**src/rtl/useq_pkg.sv**
```systemverilog
// Shared definitions for the microsequencer: COND field codes, sequencer states
// and bit positions of the {N, Z, V, C} flags.
package useq_pkg;

    localparam int unsigned CondNext   = 0;
    localparam int unsigned CondBn     = 1;
    localparam int unsigned CondBz     = 2;
    localparam int unsigned CondBv     = 3;
    localparam int unsigned CondBc     = 4;
    localparam int unsigned CondBir13  = 5;
    localparam int unsigned CondJump   = 6;
    localparam int unsigned CondDecode = 7;
    localparam int unsigned CondCall   = 8;
    localparam int unsigned CondRet    = 9;
    localparam int unsigned CondWait   = 10;

    typedef enum logic [1:0] {
        StRun,
        StStall,
        StFault
    } useq_state_e;

    localparam int unsigned FlagN = 3;
    localparam int unsigned FlagZ = 2;
    localparam int unsigned FlagV = 1;
    localparam int unsigned FlagC = 0;

endpackage

```
**src/rtl/useq_return_stack.sv**
```systemverilog
// LIFO of microsubroutine return addresses. Requests against a full or empty
// stack are ignored here; the parent turns them into a fault.
module useq_return_stack #(
    parameter int unsigned Width = 11,
    parameter int unsigned Depth = 4
) (
    input  logic                     clk_i,
    input  logic                     rst_ni,
    input  logic                     push_i,
    input  logic                     pop_i,
    input  logic [Width-1:0]         data_i,
    output logic [Width-1:0]         top_o,
    output logic                     full_o,
    output logic                     empty_o,
    output logic [$clog2(Depth):0]   level_o
);

    localparam int unsigned AddrW  = $clog2(Depth);
    localparam int unsigned LevelW = AddrW + 1;

    logic [Width-1:0]  mem_q [Depth];
    logic [LevelW-1:0] level_q;
    logic [LevelW-1:0] top_idx;

    assign top_idx = level_q - 1'b1;
    assign top_o   = mem_q[top_idx[AddrW-1:0]];
    assign full_o  = (level_q == LevelW'(Depth));
    assign empty_o = (level_q == '0);
    assign level_o = level_q;

    always_ff @(posedge clk_i or negedge rst_ni) begin
        if (!rst_ni) begin
            level_q <= '0;
            for (int i = 0; i < int'(Depth); i++) begin
                mem_q[i] <= '0;
            end
        end else if (push_i && !full_o) begin
            mem_q[level_q[AddrW-1:0]] <= data_i;
            level_q                   <= level_q + 1'b1;
        end else if (pop_i && !empty_o) begin
            level_q <= level_q - 1'b1;
        end
    end

endmodule

```
**src/rtl/useq_microsequencer.sv**
```systemverilog
// Control-store address sequencer with return stack, memory wait stalls,
// trap entry at DECODE and a sticky fault state left only through reset.
module useq_microsequencer
    import useq_pkg::*;
#(
    parameter int unsigned DATAWIDTH_CSADDR   = 11,
    parameter int unsigned DATAWIDTH_OP       = 8,
    parameter int unsigned DATAWIDTH_COND_MIR = 4,
    parameter int unsigned STACK_DEPTH        = 4,
    parameter int unsigned RESET_VECTOR       = 0,
    parameter int unsigned TRAP_VECTOR        = 'h7F0,
    parameter int unsigned FAULT_VECTOR       = 'h7FF
) (
    input  logic                          uSequencer_CLOCK_50,
    input  logic                          uSequencer_Reset_InLow,
    input  logic [DATAWIDTH_COND_MIR-1:0] uSequencer_Cond_In,
    input  logic [DATAWIDTH_CSADDR-1:0]   uSequencer_JumpAddr_In,
    input  logic [DATAWIDTH_OP-1:0]       uSequencer_Op_In,
    input  logic                          uSequencer_IR13_In,
    input  logic [3:0]                    uSequencer_Flags_InLow,
    input  logic                          uSequencer_MemReady_In,
    input  logic                          uSequencer_Trap_In,
    output logic [DATAWIDTH_CSADDR-1:0]   uSequencer_CSAddr_Out,
    output logic                          uSequencer_Stall_Out,
    output logic                          uSequencer_TrapAck_Out,
    output logic                          uSequencer_Fault_Out,
    output logic [$clog2(STACK_DEPTH):0]  uSequencer_StackLevel_Out
);

    localparam int unsigned AW   = DATAWIDTH_CSADDR;
    localparam int unsigned PadW = DATAWIDTH_CSADDR - DATAWIDTH_OP - 1;
    localparam logic [AW-1:0] ResetVec = AW'(RESET_VECTOR);
    localparam logic [AW-1:0] TrapVec  = AW'(TRAP_VECTOR);
    localparam logic [AW-1:0] FaultVec = AW'(FAULT_VECTOR);

    useq_state_e   state_q, state_d;
    logic [AW-1:0] addr_q, addr_d;
    logic          stall_q, stall_d;
    logic          ack_q, ack_d;
    logic          fault_q, fault_d;

    logic [AW-1:0] addr_inc;
    logic [AW-1:0] dispatch;
    logic [3:0]    flag_true;
    int unsigned   cond_val;
    logic          push, pop;
    logic [AW-1:0] stk_top;
    logic          stk_full, stk_empty;

    assign addr_inc  = addr_q + 1'b1;
    assign dispatch  = {1'b1, uSequencer_Op_In, {PadW{1'b0}}};
    assign flag_true = ~uSequencer_Flags_InLow;
    assign cond_val  = 32'(uSequencer_Cond_In);

    always_comb begin
        state_d = state_q;
        addr_d  = addr_q;
        stall_d = 1'b0;
        ack_d   = 1'b0;
        fault_d = fault_q;
        push    = 1'b0;
        pop     = 1'b0;
        unique case (state_q)
            StRun: begin
                addr_d = addr_inc;
                case (cond_val)
                    CondBn:    if (flag_true[FlagN]) addr_d = uSequencer_JumpAddr_In;
                    CondBz:    if (flag_true[FlagZ]) addr_d = uSequencer_JumpAddr_In;
                    CondBv:    if (flag_true[FlagV]) addr_d = uSequencer_JumpAddr_In;
                    CondBc:    if (flag_true[FlagC]) addr_d = uSequencer_JumpAddr_In;
                    CondBir13: if (uSequencer_IR13_In) addr_d = uSequencer_JumpAddr_In;
                    CondJump:  addr_d = uSequencer_JumpAddr_In;
                    CondDecode: begin
                        if (uSequencer_Trap_In) begin
                            addr_d = TrapVec;
                            ack_d  = 1'b1;
                        end else begin
                            addr_d = dispatch;
                        end
                    end
                    CondCall: begin
                        if (stk_full) begin
                            state_d = StFault;
                            addr_d  = FaultVec;
                            fault_d = 1'b1;
                        end else begin
                            push   = 1'b1;
                            addr_d = uSequencer_JumpAddr_In;
                        end
                    end
                    CondRet: begin
                        if (stk_empty) begin
                            state_d = StFault;
                            addr_d  = FaultVec;
                            fault_d = 1'b1;
                        end else begin
                            pop    = 1'b1;
                            addr_d = stk_top;
                        end
                    end
                    CondWait: begin
                        if (!uSequencer_MemReady_In) begin
                            state_d = StStall;
                            addr_d  = addr_q;
                            stall_d = 1'b1;
                        end
                    end
                    default: ;
                endcase
            end
            StStall: begin
                if (uSequencer_MemReady_In) begin
                    state_d = StRun;
                    addr_d  = addr_inc;
                end else begin
                    stall_d = 1'b1;
                end
            end
            StFault: begin
                addr_d  = FaultVec;
                fault_d = 1'b1;
            end
            default: state_d = StFault;
        endcase
    end

    always_ff @(posedge uSequencer_CLOCK_50 or negedge uSequencer_Reset_InLow) begin
        if (!uSequencer_Reset_InLow) begin
            state_q <= StRun;
            addr_q  <= ResetVec;
            stall_q <= 1'b0;
            ack_q   <= 1'b0;
            fault_q <= 1'b0;
        end else begin
            state_q <= state_d;
            addr_q  <= addr_d;
            stall_q <= stall_d;
            ack_q   <= ack_d;
            fault_q <= fault_d;
        end
    end

    useq_return_stack #(
        .Width (AW),
        .Depth (STACK_DEPTH)
    ) u_stack (
        .clk_i   (uSequencer_CLOCK_50),
        .rst_ni  (uSequencer_Reset_InLow),
        .push_i  (push),
        .pop_i   (pop),
        .data_i  (addr_inc),
        .top_o   (stk_top),
        .full_o  (stk_full),
        .empty_o (stk_empty),
        .level_o (uSequencer_StackLevel_Out)
    );

    assign uSequencer_CSAddr_Out  = addr_q;
    assign uSequencer_Stall_Out   = stall_q;
    assign uSequencer_TrapAck_Out = ack_q;
    assign uSequencer_Fault_Out   = fault_q;

endmodule

```
**config.mk**
```make
export PLATFORM = sky130hd
export DESIGN_NAME = useq_microsequencer
export DESIGN_NICKNAME = d
export VERILOG_FILES = /design/src/rtl/useq_pkg.sv /design/src/rtl/useq_return_stack.sv /design/src/rtl/useq_microsequencer.sv
export SDC_FILE = /design/constraint.sdc
export NUM_CORES = 1
export LEC_CHECK = 0
export ABC_AREA = 1
export BUFFER_PORTS_ARGS = -buffer_cell sky130_fd_sc_hd__buf_2
export CAP_MARGIN = 15
export CORE_ASPECT_RATIO = 0.75
export CORE_MARGIN = 2
export CORE_UTILIZATION = 40
export DETAILED_ROUTE_END_ITERATION = 6
export REMOVE_ABC_BUFFERS = 1
export SYNTH_ARGS = -nofsm -noshare
export SYNTH_HDL_FRONTEND = slang
export SYNTH_SLANG_ARGS = --single-unit
```
**constraint.sdc**
```tcl
create_clock -name uSequencer_CLOCK_50 -period 3.07 [get_ports uSequencer_CLOCK_50]
set_input_delay 0.614 -clock uSequencer_CLOCK_50 [delete_from_list [all_inputs] [get_ports uSequencer_CLOCK_50]]
set_output_delay 0.614 -clock uSequencer_CLOCK_50 [all_outputs]
set_load 0.01 [all_outputs]
```
==> impl_table.tex, run 1 <==
\begin{tabular}{lr}
\hline
Metric & Value \\
\hline
\multicolumn{2}{l}{\textbf{Route}} \\
Initial DRT Pass Iterations & 5 \\
Final antenna-violating net count & 0 \\
Vias per Instance & 5.47 \\
Iter 0 DRT Violations & about 390 \\
DRC & 0 \\
Routed len/inst & $\sim$17 um \\
Drt total wl & between 10000 and 15000 um \\
Number of vias in the routed layout & between 4000 and 5000 \\
\multicolumn{2}{l}{\textbf{Setup path}} \\
Startpoint kind of the worst setup timing path & flop \\
Reg-to-reg setup timing slack & about 650 ps \\
Endpoint of the most critical register-to-register path & u\_stack.mem\_q[23] \\
Critical setup path kind & reg2reg \\
Length in cells of the worst reg-to-reg path & 7 \\
Type of element capturing the critical path & flop \\
Data arrival time of the worst path & 2640 ps \\
Critical path fanouts, max & 22 \\
Data required time of the critical path & roughly 3300 ps \\
Critical path startpoint & u\_stack.level\_o[1] \\
RR Startpoint & u\_stack.level\_o[1] \\
\multicolumn{2}{l}{\textbf{STA}} \\
Highest attainable clock frequency & 414 MHz \\
Clock period minus final worst setup slack & roughly 2400 ps \\
Largest clock skew in the final design & roughly 5 ps \\
Transition at the pin with the smallest max-transition slack & approximately 900 ps \\
Slew Limit Headroom & just under 40\% \\
Sum of negative setup slack & 0 ps \\
Fin worst setup slack & between 600 and 700 ps \\
Max-slew violation total from the final report & 0 \\
Share of the clock period used by the worst path & between 70 and 80\% \\
Setup repair after global routing missed its margin & false \\
Final hold violations & 0 \\
\# setup viols final & 0 \\
\multicolumn{2}{l}{\textbf{Synthesis}} \\
Syn\_area\_per\_cell & between 6 and 7 um2 \\
Leading cell types by total area after synthesis & sky130\_fd\_sc\_hd\_\_dfrtp\_1 (36\%), sky130\_fd\_sc\_hd\_\_nand2\_1 (19\%), sky130\_fd\_sc\_hd\_\_o21ai\_0 (9.8\%) \\
Proportion of synthesized chip area in sequential cells & around 36\% \\
Number of enable-type register cells in the synthesized netlist & 0 \\
Number of distinct standard cells referenced by the synthesized netlist & 32 \\
Cell type contributing the most total cell area after synthesis & sky130\_fd\_sc\_hd\_\_dfrtp\_1 \\
Mapped Area & $\sim$4400 um2 \\
Area share of the leading cell type in the synthesized netlist & a little over a third \\
Yosys synthesis warning count & 0 \\
Share of async-settable or async-resettable flops after synthesis & 100\% \\
Flops \& latches, synth & 63 \\
Cells after synthesis & $\sim$670 \\
Most used flip-flop cell after synthesis & sky130\_fd\_sc\_hd\_\_dfrtp\_1 \\
\multicolumn{2}{l}{\textbf{Min path}} \\
Type of the worst min-delay path & in2async \\
\multicolumn{2}{l}{\textbf{Global route}} \\
Number of global-route vias before repair & 4295 \\
Wire length of the first global-routing pass & approximately 23000 um \\
Total track usage & between 20 and 25\% \\
Initial antenna violation count & 0 \\
Residual overflow from global routing & 0 \\
Largest net degree at the start of global routing & 64 \\
\multicolumn{2}{l}{\textbf{Clock network}} \\
Total number of H-tree levels & 3 \\
CTS sink count & 63 \\
Root buffer cell & sky130\_fd\_sc\_hd\_\_clkbuf\_16 \\
CTS tree & built \\
Count of hold buffers inserted by post-cts repair & 0 \\
Cts bufs inserted & 9 \\
Postcts setup bufs & 0 \\
Skew-Pair Late Insertion Delay & 330 ps \\
Total of cells resized after clock tree synthesis & 0 \\
Clock buffer depth & 2 \\
Worst-path clk slew & 50 ps \\
\multicolumn{2}{l}{\textbf{Cells and area}} \\
Post-route core utilization & about 47\% \\
Fraction of layout cells with a size suffix above 1 & between 10\% and 20\% \\
Area growth from synthesis to final layout & 15.5\% \\
\# diodes & 0 \\
Number of nets in the final layout & approximately 760 \\
Count of placed standard cells in the final layout, fillers left out & 864 \\
\multicolumn{2}{l}{\textbf{Floorplan}} \\
Floorplan die area & between 10000 and 15000 um2 \\
Chip height & $\sim$95 um \\
Die width & $\sim$130 um \\
Effective utilization at floorplan & 40.6\% \\
Count of pins on the block boundary & 49 \\
Number of cell rows & 33 \\
Core ar. & roughly 11000 um2 \\
\multicolumn{2}{l}{\textbf{Place}} \\
Placer congestion estimate & slightly below 1 \\
Post-placement cell count & approximately 850 \\
Worst slack, placed & about 630 ps \\
Total half-perimeter wirelength after legalization and detailed placement & roughly 11000 um \\
Count of buffers inserted at the top-level ports & 48 \\
\multicolumn{2}{l}{\textbf{Outcome}} \\
Status & completed \\
\multicolumn{2}{l}{\textbf{Flow run}} \\
Max-cap check violation count & 0 \\
\multicolumn{2}{l}{\textbf{Pwr}} \\
Final total power & 4970 uW \\
Leakage Power & around 0.0026 uW \\
Peak VDD IR & a little over 0.5 mV \\
Pwr/cell area & around 1000 nW/um2 \\
\hline
\end{tabular}
## registers in the layout, summed over array words and instances, names as in the netlist
signal	count
state_q	2
uSequencer_CSAddr_Out	11
uSequencer_Fault_Out	1
uSequencer_Stall_Out	1
uSequencer_TrapAck_Out	1
u_stack.level_o	3
u_stack.mem_q	44
## critical path: stages (launching register included)
cell and delay [ps]:
sky130_fd_sc_hd__dfrtp_1 390, sky130_fd_sc_hd__inv_1 100, sky130_fd_sc_hd__ha_1 230, sky130_fd_sc_hd__nand2_1 150
sky130_fd_sc_hd__inv_1 200, sky130_fd_sc_hd__nor3_4 350, sky130_fd_sc_hd__nand2_1 530, sky130_fd_sc_hd__o21ai_0 350
## layer usage
| layer | up-vias | share of wire (%) | wire length (um) | global-route usage (%) |
|---|---|---|---|---|
| li1 | 2270 | - | - | - |
| met3 | 17 | 7.6 | 1100 | 4.99 |
| met2 | 202 | 40 | 5800 | 35.6 |
| met1 | 2237 | 51 | 7320 | 38.5 |
| met4 | 0 | 1.3 | 194 | 6.11 |
| met5 | - | 0 | 0 | 0 |
## cells in the final DEF, fill, tap and decap left out, drive strengths merged
cell	instances
bufinv	1
xnor2	1
xor2	7
o21a	1
ha	10
o2bb2ai	1
nand4	8
buf	56
inv	71
nor3	4
nor2	67
a31o	1
o21ai	89
o31ai	1
o211ai	10
clkbuf	12
nand3b	1
a21oi	31
clkinv	3
nand3	57
clkinvlp	1
or2	4
nand2	224
dfrtp	63
## cell usage after synthesis, types with 2 or more instances
cell type and n:
sky130_fd_sc_hd__a21oi_1 31, sky130_fd_sc_hd__buf_2 6, sky130_fd_sc_hd__buf_4 2, sky130_fd_sc_hd__clkbuf_1 12
sky130_fd_sc_hd__clkinv_1 2, sky130_fd_sc_hd__dfrtp_1 63, sky130_fd_sc_hd__ha_1 10, sky130_fd_sc_hd__inv_1 68
sky130_fd_sc_hd__inv_2 3, sky130_fd_sc_hd__nand2_1 222, sky130_fd_sc_hd__nand2_2 2, sky130_fd_sc_hd__nand3_1 57
sky130_fd_sc_hd__nand4_1 8, sky130_fd_sc_hd__nor2_1 62, sky130_fd_sc_hd__nor2_2 3, sky130_fd_sc_hd__nor2_4 2
sky130_fd_sc_hd__nor3_1 2, sky130_fd_sc_hd__nor3_4 2, sky130_fd_sc_hd__o211ai_1 10, sky130_fd_sc_hd__o21ai_0 86
sky130_fd_sc_hd__o21ai_1 3, sky130_fd_sc_hd__or2_2 3, sky130_fd_sc_hd__xor2_1 5, sky130_fd_sc_hd__xor2_2 2
## where the power goes
part	internal (uW)	switching [uW]	leakage, uW	total (uW)
combinational	833	1670	0.00170	2500
sequential	1170	282	0.000783	1450
clock	666	357	0.000145	1020
## stage by stage
stage          hold slack, ps  area [um2]
3_3_place_gp              463        4770
5_1_grt                   502        5070
4_1_cts                   483        5070
3_5_place_dp              470        4770
2_1_floorplan             318        4300
6_report                  459        5070
## final cells by class
cell class | instances | area, um2
Fill cell | 1133 | 5740
Tap cell | 140 | 175
Sequential cell | 63 | 1580
Clock inverter | 3 | 42.5
Timing Repair Buffer | 56 | 300
Inverter | 73 | 274
Clock buffer | 12 | 256
Multi-Input combinational cell | 517 | 2450
## worst max path at each step
stage,endpoint,cells past startpoint,slack [ps]
floorplan,u_stack.level_o[2],8,130
global placement,u_stack.mem_q[24],8,710
detailed placement,u_stack.mem_q[22],8,630
CTS,u_stack.mem_q[23],7,640
global route,u_stack.mem_q[32],7,420
finish,u_stack.mem_q[23],7,650
## logic make-up (layout without fill, tap and decap cells)
logic type | count (synthesis) | in the layout | share of synthesized area [%]
simple gates | 365 | 365 | 34.8
compound gates | 134 | 134 | 16.1
buf+inv | 94 | 144 | 8.37
flops | 63 | 63 | 35.9
fa+ha+maj | 10 | 10 | 2.85
xor+xnor | 8 | 8 | 1.94
Note: power is estimated with default switching activity, not from simulation.
==> run 2: changes to the inputs <==
Settings changed: ABC_AREA 1 to 0.
Clock period 3.07 ns to 2.1 ns, I/O delays scaled along.
==> impl_table.tex, run 2 <==
\begin{tabular}{lr}
\hline
Metric & Value \\
\hline
\multicolumn{2}{l}{\textbf{Outcome}} \\
Status & completed \\
\multicolumn{2}{l}{\textbf{STA}} \\
Sum of negative setup slack & 0 ps \\
Highest attainable clock frequency & roughly 500 MHz \\
Clock period minus final worst setup slack & 2010 ps \\
Final hold violations & 0 \\
Worst hold margin & about 92 ps \\
\# setup viols final & 0 \\
Largest clock skew in the final design & around 6.4 ps \\
Share of the clock period used by the worst path & a little over nine tenths \\
Slew Limit Headroom & between 60\% and 70\% \\
Max-slew violation total from the final report & 0 \\
Setup repair after global routing missed its margin & false \\
Transition at the pin with the smallest max-transition slack & $\sim$500 ps \\
\multicolumn{2}{l}{\textbf{Synthesis}} \\
Mux cell area share after synthesis & under 10\% \\
Adder-cell area share of the yosys netlist & between 3 and 4\% \\
Yosys synthesis warning count & 0 \\
Top post-synthesis cells by count & sky130\_fd\_sc\_hd\_\_nand2\_1 (73), sky130\_fd\_sc\_hd\_\_o21ai\_0 (73), sky130\_fd\_sc\_hd\_\_dfrtp\_1 (63) \\
Number of enable-type register cells in the synthesized netlist & 0 \\
Area share of the leading cell type in the synthesized netlist & 38.8\% \\
Number of distinct standard cells referenced by the synthesized netlist & 64 \\
Synthesized-area fraction occupied by and/or/nand/nor cells & 18.4\% \\
Mapped Area & around 4100 um2 \\
Flops \& latches, synth & 63 \\
Syn\_area\_per\_cell & between 8 and 9 um2 \\
Share of async-settable or async-resettable flops after synthesis & 100\% \\
Cell type contributing the most total cell area after synthesis & sky130\_fd\_sc\_hd\_\_dfrtp\_1 \\
Main combinational cell family by area after synthesis & compound AO/OA/AOI/OAI gates \\
Cells after synthesis & about 470 \\
Leading cell types by total area after synthesis & sky130\_fd\_sc\_hd\_\_dfrtp\_1 (39\%), sky130\_fd\_sc\_hd\_\_o21ai\_0 (9.0\%), sky130\_fd\_sc\_hd\_\_nand2\_1 (6.7\%) \\
XOR/XNOR Fraction of Synth Area & 4.96\% \\
Proportion of synthesized chip area in sequential cells & just under 40\% \\
Fraction of the mapped netlist area in compound gates & between 20\% and 30\% \\
Most used flip-flop cell after synthesis & sky130\_fd\_sc\_hd\_\_dfrtp\_1 \\
\multicolumn{2}{l}{\textbf{Global route}} \\
Largest net degree at the start of global routing & 64 \\
Residual overflow from global routing & 0 \\
Total track usage & between 20\% and 30\% \\
Number of global-route vias before repair & roughly 3800 \\
Initial antenna violation count & 0 \\
Wire length of the first global-routing pass & about 20000 um \\
\multicolumn{2}{l}{\textbf{Min path}} \\
Type of the worst min-delay path & in2async \\
\multicolumn{2}{l}{\textbf{Pwr}} \\
Peak VDD IR & approximately 0.70 mV \\
Leakage Power & around 0.0023 uW \\
Pwr/cell area & 1380 nW/um2 \\
\multicolumn{2}{l}{\textbf{Route}} \\
DRC & 0 \\
Initial DRT Pass Iterations & 5 \\
Routed len/inst & $\sim$18 um \\
Drt total wl & approximately 12000 um \\
Iter 0 DRT Violations & 423 \\
Number of vias in the routed layout & 3888 \\
Vias per Instance & roughly 5.7 \\
Final antenna-violating net count & 0 \\
\multicolumn{2}{l}{\textbf{Clock network}} \\
CTS tree & built \\
CTS sink count & between 60 and 70 \\
Cts bufs inserted & 9 \\
Postcts setup bufs & 0 \\
Clock buffer depth & 2 \\
Root buffer cell & sky130\_fd\_sc\_hd\_\_clkbuf\_16 \\
Skew-Pair Late Insertion Delay & roughly 330 ps \\
Worst-path clk slew & 50 ps \\
Total number of H-tree levels & 3 \\
\multicolumn{2}{l}{\textbf{Floorplan}} \\
Core ar. & 9770 um2 \\
Chip height & around 91 um \\
Floorplan die area & 11000 um2 \\
Effective utilization at floorplan & 41.6\% \\
Die width & 120 um \\
Number of cell rows & 31 \\
Count of pins on the block boundary & 49 \\
\multicolumn{2}{l}{\textbf{Cells and area}} \\
Max FFs per register & 44 \\
Area growth from synthesis to final layout & 27.1\% \\
Fraction of layout cells with a size suffix above 1 & around a quarter \\
\# diodes & 0 \\
Count of placed standard cells in the final layout, fillers left out & about 680 \\
Fill cell instance count of the final layout & between 900 and 1000 \\
Number of nets in the final layout & between 500 and 600 \\
Post-route core utilization & $\sim$53\% \\
Commonest cells after routing, fill and taps aside & sky130\_fd\_sc\_hd\_\_nand2\_1 (73), sky130\_fd\_sc\_hd\_\_o21ai\_0 (72), sky130\_fd\_sc\_hd\_\_dfrtp\_1 (62), sky130\_fd\_sc\_hd\_\_buf\_4 (53), sky130\_fd\_sc\_hd\_\_buf\_2 (48) \\
Area of all placed cells without fillers & 5170 um2 \\
Largest register by flop count & u\_stack.mem\_q \\
Most common cell after layout, fill and taps aside & sky130\_fd\_sc\_hd\_\_nand2\_1 \\
\multicolumn{2}{l}{\textbf{Setup path}} \\
Critical path fanouts, max & 7 \\
Type of element capturing the critical path & flop \\
Length in cells of the worst reg-to-reg path & 9 \\
Reg-to-reg setup timing slack & 90 ps \\
Critical setup path kind & reg2reg \\
Data required time of the critical path & around 2300 ps \\
Data arrival time of the worst path & around 2200 ps \\
Startpoint kind of the worst setup timing path & flop \\
\multicolumn{2}{l}{\textbf{Place}} \\
Total half-perimeter wirelength after legalization and detailed placement & 9350 um \\
Count of buffers inserted at the top-level ports & 48 \\
Area after DPL & 4820 um2 \\
Post-placement cell count & approximately 670 \\
Placer congestion estimate & between 0.9 and 1 \\
\multicolumn{2}{l}{\textbf{Flow run}} \\
Max-cap check violation count & 0 \\
\hline
\end{tabular}
run 2: report_power, final:
part           internal, uW  switching [uW]  leakage, uW
registers              1680             426     0.000811
clock network          1100             514     0.000160
logic                  1590            1790      0.00133
run 2: cell families after synthesis:
logic type,count (synthesis)
compound gates,153
simple gates,153
flops,63
buf+inv,50
xor+xnor,23
mux,14
fa+ha+maj,10
run 2: through the flow:
stage	setup WS [ps]	total power [uW]
final	86.7	7110
after global routing	3.19	7640
after CTS	33.5	7070
after detailed placement	-64.7	5420
after global placement	-41.6	5360
after floorplan	-668	3990
run 2: repair_timing:
action / 4_1_cts / 5_1_grt
resized for setup: 0 / 7
hold endpoints to repair: 0 / 0
hold buffers: 0 / 0
endpoints found under the setup margin: 0 / 17
run 2: path summary, 6_finish.rpt:
| kind | from | to |
|---|---|---|
| setup / recovery | u_stack.level_o[1] | uSequencer_CSAddr_Out[4] |
| min in group uSequencer_CLOCK_50 | uSequencer_MemReady_In | uSequencer_Stall_Out |
| max in group asynchronous | uSequencer_Reset_InLow | uSequencer_CSAddr_Out[10] |
| hold / removal | uSequencer_Reset_InLow | u_stack.mem_q[4] |
| hold reg to reg | uSequencer_Fault_Out | uSequencer_Fault_Out |
| setup reg to reg | u_stack.level_o[1] | uSequencer_CSAddr_Out[4] |
run 2: cell type report:
class                      instances  area (um2)  share of cell area, %
clock inverter                     3        65.1                   1.26
clock buffer                      13         260                   5.04
sequential                        63        1580                   30.5
tap                              132         165                   3.20
timing repair buffer             107         749                   14.5
multi-input combinational        353        2300                   44.6
inverter                          12        45.0                  0.872
run 2: layer usage:
metal	global-route usage [%]	up-vias	routed length [um]
met2	34.8	166	5370
met3	6.22	15	1050
met4	5.91	0	146
met1	35.6	1878	5820
li1	-	1829	-
met5	0	-	0
run 2: worst max-delay path, cell delays in order, from the launching register on:
cell and delay, ps:
sky130_fd_sc_hd__dfrtp_1 370, sky130_fd_sc_hd__inv_1 110, sky130_fd_sc_hd__ha_4 220, sky130_fd_sc_hd__buf_12 140, sky130_fd_sc_hd__buf_4 150, sky130_fd_sc_hd__mux4_2 300
sky130_fd_sc_hd__o21ai_0 160, sky130_fd_sc_hd__and3_1 170, sky130_fd_sc_hd__o2111ai_1 90, sky130_fd_sc_hd__a22o_1 200
==> run 3: changes to the inputs <==
Settings changed: CORE_ASPECT_RATIO 0.75 to 0.5, CORE_MARGIN 2 to unset.
==> impl_table.tex, run 3 (same netlist as run 2, synthesis figures left out) <==
\begin{tabular}{lr}
\hline
Metric & Value \\
\hline
\multicolumn{2}{l}{\textbf{Outcome}} \\
Status & completed \\
\multicolumn{2}{l}{\textbf{Cells and area}} \\
Most common cell after layout, fill and taps aside & sky130\_fd\_sc\_hd\_\_nand2\_1 \\
Area growth from synthesis to final layout & 27.3\% \\
Max FFs per register & between 40 and 50 \\
Fill cell instance count of the final layout & around 910 \\
Post-route core utilization & between 50\% and 60\% \\
Number of nets in the final layout & slightly below 600 \\
Largest register by flop count & u\_stack.mem\_q \\
Fraction of layout cells with a size suffix above 1 & 27.0\% \\
Commonest cells after routing, fill and taps aside & sky130\_fd\_sc\_hd\_\_nand2\_1 (73), sky130\_fd\_sc\_hd\_\_o21ai\_0 (72), sky130\_fd\_sc\_hd\_\_dfrtp\_1 (63), sky130\_fd\_sc\_hd\_\_buf\_4 (61), sky130\_fd\_sc\_hd\_\_buf\_2 (48) \\
\# diodes & 0 \\
Count of placed standard cells in the final layout, fillers left out & 691 \\
\multicolumn{2}{l}{\textbf{Clock network}} \\
Count of hold buffers inserted by post-cts repair & 0 \\
Cts bufs inserted & 9 \\
Total number of H-tree levels & 3 \\
Skew-Pair Late Insertion Delay & 340 ps \\
CTS tree & built \\
Postcts setup bufs & 0 \\
CTS sink count & 63 \\
Root buffer cell & sky130\_fd\_sc\_hd\_\_clkbuf\_16 \\
Worst-path clk slew & 60 ps \\
Clock buffer depth & 2 \\
\multicolumn{2}{l}{\textbf{Setup path}} \\
Critical path startpoint & u\_stack.level\_o[0] \\
Data required time of the critical path & between 2000 and 2500 ps \\
Data arrival time of the worst path & 2200 ps \\
Reg-to-reg setup timing slack & between 100 and 150 ps \\
Critical-path cell list & inv\_1 -> ha\_4 -> mux4\_2 -> o21ai\_1 -> nand4b\_1 -> a221o\_1 -> a21oi\_1 -> o41ai\_2 \\
Cell with the largest stage delay on the worst path & sky130\_fd\_sc\_hd\_\_dfrtp\_1 \\
Startpoint kind of the worst setup timing path & flop \\
Largest incremental delay on the critical path & around 350 ps \\
Type of element capturing the critical path & flop \\
Cell family with most CP delay & compound AO/OA/AOI/OAI gates \\
Cell count along the critical path & 8 \\
RR Startpoint & u\_stack.level\_o[0] \\
Critical path fanouts, max & 6 \\
Setup crit end & uSequencer\_CSAddr\_Out[9] \\
Critical setup path kind & reg2reg \\
Endpoint of the most critical register-to-register path & uSequencer\_CSAddr\_Out[9] \\
Length in cells of the worst reg-to-reg path & 8 \\
WP buf/inv & 1 \\
\multicolumn{2}{l}{\textbf{Pwr}} \\
Pwr/cell area & 1380 nW/um2 \\
Final total power & just over 7000 uW \\
Peak VDD IR & 0.526 mV \\
Leakage Power & 0.00232 uW \\
\multicolumn{2}{l}{\textbf{Floorplan}} \\
Die width & 145 um \\
Number of cell rows & 25 \\
Core ar. & roughly 9700 um2 \\
Count of pins on the block boundary & 49 \\
Floorplan die area & around 11000 um2 \\
Effective utilization at floorplan & between 40\% and 50\% \\
Chip height & 73.3 um \\
\multicolumn{2}{l}{\textbf{Global route}} \\
Busiest layer in global routing & met2 \\
Wire length of the first global-routing pass & 19300 um \\
Global Route met3 Usage & 5.41\% \\
Total track usage & 24.7\% \\
Residual overflow from global routing & 0 \\
Initial antenna violation count & 0 \\
Met2 GRT Util & a little under two fifths \\
Number of global-route vias before repair & 3570 \\
Largest net degree at the start of global routing & 64 \\
Global routing usage on met1 & 34.9\% \\
\multicolumn{2}{l}{\textbf{Min path}} \\
Type of the worst min-delay path & in2async \\
\multicolumn{2}{l}{\textbf{Route}} \\
Number of vias in the routed layout & about 3800 \\
DRC & 0 \\
Final antenna-violating net count & 0 \\
Iter 0 DRT Violations & roughly 270 \\
Drt total wl & 12000 um \\
Routed len/inst & 17.3 um \\
Initial DRT Pass Iterations & 5 \\
Vias per Instance & $\sim$5.5 \\
\multicolumn{2}{l}{\textbf{STA}} \\
Worst hold margin & between 70 and 80 ps \\
Transition at the pin with the smallest max-transition slack & about 620 ps \\
Highest attainable clock frequency & about 500 MHz \\
Slew Limit Headroom & between 50\% and 60\% \\
\# setup viols final & 0 \\
Clock period minus final worst setup slack & 2000 ps \\
Share of the clock period used by the worst path & approximately 95\% \\
Max-slew violation total from the final report & 0 \\
Final hold violations & 0 \\
Largest clock skew in the final design & $\sim$10 ps \\
\multicolumn{2}{l}{\textbf{Place}} \\
Total half-perimeter wirelength after legalization and detailed placement & a little under 9000 um \\
Count of buffers inserted at the top-level ports & 48 \\
Post-placement cell count & a little under 700 \\
Placer congestion estimate & just under 0.9 \\
\multicolumn{2}{l}{\textbf{Flow run}} \\
Max-cap check violation count & 0 \\
\hline
\end{tabular}
## run 3: worst min-delay path by stage
stage                                 startpoint                   end  slack (ps)  cells after the start
after floorplan           uSequencer_Reset_InLow            state_q[0]         120                      0
final                     uSequencer_Reset_InLow     u_stack.mem_q[24]          80                      2
after global routing      uSequencer_Reset_InLow     u_stack.mem_q[16]         110                      2
after CTS                 uSequencer_Reset_InLow  uSequencer_Fault_Out         100                      2
after global placement      uSequencer_Fault_Out  uSequencer_Fault_Out         440                      1
after detailed placement    uSequencer_Fault_Out  uSequencer_Fault_Out         450                      1
## run 3: worst reg2reg max path, delay by kind of cell (launching register included)
family | cells | cell delay, ps
DFF | 1 | 350
buffers and inverters | 1 | 80
and+or+nand+nor | 1 | 150
adders and majority gates | 1 | 320
AOI/OAI and AO/OA | 4 | 660
muxes | 1 | 290
## run 3: final cells by class
class                      count  area (um2)  share of cell area [%]
inverter                      12        45.0                   0.870
multi-input combinational    353        2300                    44.4
tap                          135         169                    3.26
sequential                    63        1580                    30.5
timing repair buffer         112         749                    14.5
clock inverter                 5        86.3                    1.67
clock buffer                  11         253                    4.88
## run 3: per-stage QoR
step / setup slack (ps) / cell area (um2) / TNS (ps)
after floorplan: -668 / 3910 / -12820
after CTS: 51.1 / 5170 / 0
after global routing: -3.90 / 5170 / -3.90
after detailed placement: -21.4 / 4820 / -39.3
after global placement: 14.1 / 4820 / 0
final: 102 / 5170 / 0
## run 3: where the power goes
part	leakage (uW)	switching (uW)	internal [uW]	total (uW)
Clock	0.000167	582	1120	1700
Sequential	0.000812	442	1680	2120
Combinational	0.00134	1800	1540	3340
## run 3: timing repair
item | CTS | global route
endpoints found under the setup margin | 2 | 3
pin swaps | 0 | 1
gates resized for setup | 2 | 2
## run 3: routing by layer
metal  routed length [um]  vias to the layer above
met5                    0                        -
met4                  118                        0
met3                  659                       11
met2                 5260                      115
met1                 5950                     1837
li1                     -                     1848
